<file path="config.mk">
export PLATFORM = sky130hd
export DESIGN_NAME = regfile_sb
export DESIGN_NICKNAME = d
export VERILOG_FILES = /design/src/rtl/regfile_sb.sv
export SDC_FILE = /design/constraint.sdc
export NUM_CORES = 2
export LEC_CHECK = 0
export ABC_AREA = 1
export CAP_MARGIN = 20
export CORE_UTILIZATION = 60
export DETAILED_ROUTE_END_ITERATION = 6
export PLACE_DENSITY = 0.78
export RECOVER_POWER = 100
export REMOVE_ABC_BUFFERS = 1
export SLEW_MARGIN = 25
export SYNTH_ARGS = -nofsm -noshare
export SYNTH_HDL_FRONTEND = slang
export SYNTH_SLANG_ARGS = --single-unit
</file>
<file path="constraint.sdc">
create_clock -name clk -period 47.9 [get_ports clk]
set_input_delay 9.58 -clock clk [delete_from_list [all_inputs] [get_ports clk]]
set_output_delay 9.58 -clock clk [all_outputs]
set_load 0.03 [all_outputs]
</file>
<file path="src/rtl/regfile_sb.sv">
// regfile_sb: parametrised register file with write-to-read bypass,
// per-register busy scoreboard and a dedicated stack-pointer adjust path.
module regfile_sb #(
    parameter int          DATA_W   = 32,
    parameter int          ADDR_W   = 5,
    parameter int          SP_IDX   = 29,
    parameter logic [63:0] SP_RESET = 64'h0000_FFFC,
    parameter int          SP_STEP  = 4
) (
    input  logic              clk,
    input  logic              rst,
    input  logic              we,
    input  logic [ADDR_W-1:0] waddr,
    input  logic [DATA_W-1:0] wdata,
    input  logic [ADDR_W-1:0] raddr1,
    input  logic [ADDR_W-1:0] raddr2,
    output logic [DATA_W-1:0] rdata1,
    output logic [DATA_W-1:0] rdata2,
    output logic              busy1,
    output logic              busy2,
    input  logic              issue_en,
    input  logic [ADDR_W-1:0] issue_addr,
    input  logic              sp_inc,
    input  logic              sp_dec,
    output logic [DATA_W-1:0] sp_out
);

    localparam int                NREG   = 1 << ADDR_W;
    localparam logic [ADDR_W-1:0] SP_A   = ADDR_W'(SP_IDX);
    localparam logic [DATA_W-1:0] SP_RST = DATA_W'(SP_RESET);
    localparam logic [DATA_W-1:0] STEP   = DATA_W'(SP_STEP);

    logic [DATA_W-1:0] regs_q [NREG];
    logic [DATA_W-1:0] regs_d [NREG];
    logic [NREG-1:0]   busy_q;
    logic [NREG-1:0]   busy_d;

    logic wr_en;
    logic sp_wr;
    logic iss_en;
    logic byp1;
    logic byp2;

    assign wr_en  = we && (waddr != '0);
    assign sp_wr  = wr_en && (waddr == SP_A);
    assign iss_en = issue_en && (issue_addr != '0);

    // Register next state: write port first, then SP adjust unless written
    always_comb begin
        regs_d = regs_q;
        if (wr_en) begin
            regs_d[waddr] = wdata;
        end
        if (!sp_wr && (SP_A != '0) && (sp_inc ^ sp_dec)) begin
            if (sp_inc) begin
                regs_d[SP_A] = regs_q[SP_A] + STEP;
            end else begin
                regs_d[SP_A] = regs_q[SP_A] - STEP;
            end
        end
        regs_d[0] = '0;
    end

    // Scoreboard next state: retire clears, a new issue to the same reg wins
    always_comb begin
        busy_d = busy_q;
        if (wr_en) begin
            busy_d[waddr] = 1'b0;
        end
        if (iss_en) begin
            busy_d[issue_addr] = 1'b1;
        end
        busy_d[0] = 1'b0;
    end

    // State registers with asynchronous reset to the defined contents
    always_ff @(posedge clk or posedge rst) begin
        if (rst) begin
            for (int i = 0; i < NREG; i++) begin
                if ((i == SP_IDX) && (i != 0)) begin
                    regs_q[i] <= SP_RST;
                end else begin
                    regs_q[i] <= '0;
                end
            end
            busy_q <= '0;
        end else begin
            regs_q <= regs_d;
            busy_q <= busy_d;
        end
    end

    // Bypass hits are suppressed while reset holds the array
    always_comb begin
        byp1 = !rst && we && (waddr == raddr1);
        byp2 = !rst && we && (waddr == raddr2);
    end

    // Read port 1: reg0 is zero, then bypass, then storage
    always_comb begin
        rdata1 = '0;
        busy1  = 1'b0;
        if (raddr1 != '0) begin
            rdata1 = byp1 ? wdata : regs_q[raddr1];
            busy1  = busy_q[raddr1] && !byp1;
        end
    end

    // Read port 2: same selection as port 1
    always_comb begin
        rdata2 = '0;
        busy2  = 1'b0;
        if (raddr2 != '0) begin
            rdata2 = byp2 ? wdata : regs_q[raddr2];
            busy2  = busy_q[raddr2] && !byp2;
        end
    end

    assign sp_out = regs_q[SP_A];

endmodule

</file>
==> reports/metrics.cfg <==
[status]
status = finished, violations left
violations = DRC, capacitance limit, slew limit

[run]
maxCapViolations = 71

[critical_path]
crit_family = buffers and inverters
rr_worst_depth = 12
slowest_delay_ns = 2.53
r2r-start = sp_out[3]
critPathBufInv = 4
reg2reg_slack_ns = 45.46
cp_max_fo = 71
critPathArrivalTime_ns = 19.17
r2r_end = sp_out[22]
slowest_stage = clkinvlp_2
cp_cell_sequence = dlygate4sd3_1 > clkinvlp_2 > nand2_1 > nor3_1 > nand3_1 > clkbuf_1 > o21ai_0 > nor2_1 > dlygate4sd3_1
critical_path_class = input port to output pin
worstSetupStartpoint = rst
end_kind = output pin
cpMostUsedCell = dlygate4sd3_1
start_kind = input port
cp-endpoint = rdata1[29]
worst_ep_required_time_ns = 38.32
crit_cells = 9

[clock_network]
cts_tree = yes
ctsLongestPathBuffers = 3
clk_pin_slew_ns = 0.06
clkLatencyLatePin_ns = 0.73
cts-root-buf = clkbuf_16
cts_sinks = 1023
cts_max_level = 3
post_cts_buffers = 0
cts_inserted_buffers = 111
postCtsHoldBufs = 0
cts-resized-gates = 0

[sta]
fin_crit_ns = 28.75
fmax_ghz = 0.0348
rsz0062_at_grt = false
relSlewSlack_pct = -493
finClkSkew_ns = 0.0206
slew_viol_final = 2904
setup_viol = 0
tns_ns = 0
post-route-period-util_pct = 60.0
tightest_slew_ns = 8.90
hold_viol_final = 0

[global_routing]
busiest_layer = met2
grt_pass1_vias = 59000
antenna_found_initial = 17
grt_util_met3_pct = 15.1
grt_overflow = 0
grt_max_degree = 190
grt_pass1_wl_um = 352000
grt_util_met2_pct = 65.3
grtUsageTotal_pct = 45.1
use_met1_pct = 58.1

[layout]
nFillCells = 8784
drive_gt1_share_pct = 3.76
areaGrowthSynthToFinish_pct = 6.84
final_nets = 8354
stdcell_count = 9655
stdcell_area_mm2 = 0.0647

[yosys]
ys_ff_latch = 1023
syn_area_mm2 = 0.0606
synth_area_per_cell_um2 = 7.01
syn_inst = 8641
seq_area_frac_synth_pct = 42.3
yosysWarningCount = 0
synth_cell_types = 43

[floorplanning]
rows = 116
start_util_pct = 60.6
ios = 156
die_w_um = 320
chipHeight_um = 320
core_mm2 = 0.100
die-area_mm2 = 0.102

[route]
wl_per_cell_um = 24.2
viasPerCell = 6.52
drcViolationCount = 8
dr.pass1.iters = 7
postRouteAntennaNets = 0
via_count = 62900
drtIter0Drc = 10800
totalWireLength_um = 234000

[power]
peakVddDrop_v = 0.0000313
combPwrFrac_pct = 27.2
power_frac_seq_pct = 41.9
p_switching_mw = 1.04
swShare_pct = 36.1
clkPwrFrac_pct = 30.9
power_density_mw_per_mm2 = 44.4
power.static_leakage_nw = 29.7
intPower_mw = 1.84

[min_path]
holdCritStartpoint = regs_q[886]
hold_path.class = flip-flop to flip-flop

[placement]
dpl_cell_area_mm2 = 0.0613
hpwl_um = 131000
gp_congestion = 0.993
placed_cells = 9450
port_buffers = 155

cell usage after synthesis (all sizes together):
cell type | count | share of area [%]
fa | 1 | 0.033
a21oi | 584 | 4.8
nor2 | 380 | 2.6
buf | 427 | 3.7
o221ai | 5 | 0.072
nand3b | 5 | 0.062
inv | 838 | 5.2
xor2 | 7 | 0.10
o21ai | 1316 | 11
or2 | 13 | 0.13
nor4 | 1 | 0.010
o32ai | 2 | 0.029
o21bai | 7 | 0.087
clkinv | 1 | 0.0062
ha | 28 | 0.58
nand4 | 31 | 0.32
o22ai | 24 | 0.25
dfrtp | 1009 | 42
nand3 | 1021 | 8.5
clkbuf | 335 | 2.1
nor3 | 8 | 0.083
o2111ai | 12 | 0.17
a31oi | 57 | 0.59
dfstp | 14 | 0.61
xnor2 | 1 | 0.014
o211ai | 286 | 3.5
a22oi | 1 | 0.012
o31ai | 5 | 0.062
nand2 | 2222 | 14
layout make-up:
class	count	area, um^2	area share, %
Multi-Input combinational cell	6017	28200	43.6
Sequential cell	1023	25600	39.6
Clock buffer	177	3410	5.27
Inverter	839	3200	4.94
Timing Repair Buffer	275	2330	3.61
Tap cell	1298	1620	2.51
Clock inverter	25	298	0.460
Antenna cell	1	2.50	0.00387
routing by layer:
layer	wire (um)	share of wire (%)
met3	38100	16
met5	132	0.056
met4	17100	7.3
met1	83300	36
met2	95500	41
placed cells by master (no fill, tap or decap), types with 4 or more instances in the layout:
master	Yosys	final
inv_8	0	5
o21ai_1	103	18
inv_2	39	6
a31oi_1	57	57
buf_4	71	68
clkinv_1	1	4
xor2_1	7	7
inv_6	0	4
nor2_4	13	11
o21ai_0	1213	1298
nor2_1	355	366
a21oi_1	584	584
clkinvlp_2	0	4
clkdlybuf4s50_1	0	46
o211ai_1	286	286
clkinv_2	0	13
or2_2	13	13
nand3_1	1019	1019
o31ai_1	5	5
o22ai_1	24	24
nor3_1	6	8
dlygate4sd3_1	0	99
dfrtp_1	1009	1009
inv_1	798	817
o21bai_1	7	7
nand3b_1	5	5
ha_1	28	28
bufinv_16	0	6
clkbuf_16	0	115
buf_12	0	5
clkbuf_8	0	31
clkbuf_1	332	82
dfstp_2	14	14
nand4_1	31	31
o221ai_1	5	5
nand2_1	2220	2219
o2111ai_1	12	12
logic make-up (layout without fill, tap and decap cells):
family / after synthesis / in the layout / synth area share [%]
simple gates: 3681 / 3681 / 25.4
flops: 1023 / 1023 / 42.3
xor+xnor: 8 / 8 / 0.116
other cells: 0 / 1 / 0
fa+ha+maj: 29 / 29 / 0.612
buf+inv: 1601 / 1316 / 11.0
compound gates: 2299 / 2299 / 20.5
state kept, by name (all words and copies together) (netlist names):
name,flops
regs_q,960
sp_out,32
busy_q,31
stage by stage:
stage	power, mW	hold slack, ns	util (%)	setup WS (ns)
5_1_grt	3.01	0.522	64.7	18.65
6_report	2.87	0.498	64.7	19.15
4_1_cts	2.85	0.499	65.1	24.72
2_1_floorplan	1.69	0.463	-	4.33
3_3_place_gp	1.94	0.477	61.3	24.71
3_5_place_dp	1.97	0.485	61.3	24.71
worst min-delay path, stage by stage (launching register included):
cell     delay, ns
dfrtp_1       0.35
nand2_1       0.05
o21ai_0       0.06
worst min-delay path by stage:
stage / slack (ns) / cells after the start / end
finish: 0.50 / 2 / regs_q[886]
global route: 0.52 / 2 / regs_q[944]
CTS: 0.50 / 2 / regs_q[789]
detailed placement: 0.48 / 2 / regs_q[789]
global placement: 0.48 / 2 / regs_q[788]
floorplan: 0.46 / 2 / busy_q[2]
power by group through the flow:
stage | combinational, mW | clock, mW | sequential, mW
2_1_floorplan | 0.505 | 0 | 1.19
3_3_place_gp | 0.745 | 0 | 1.20
3_5_place_dp | 0.765 | 0 | 1.21
4_1_cts | 0.772 | 0.885 | 1.19
5_1_grt | 0.869 | 0.921 | 1.22
6_report | 0.782 | 0.887 | 1.20
Power figures use the tool's default switching activity.
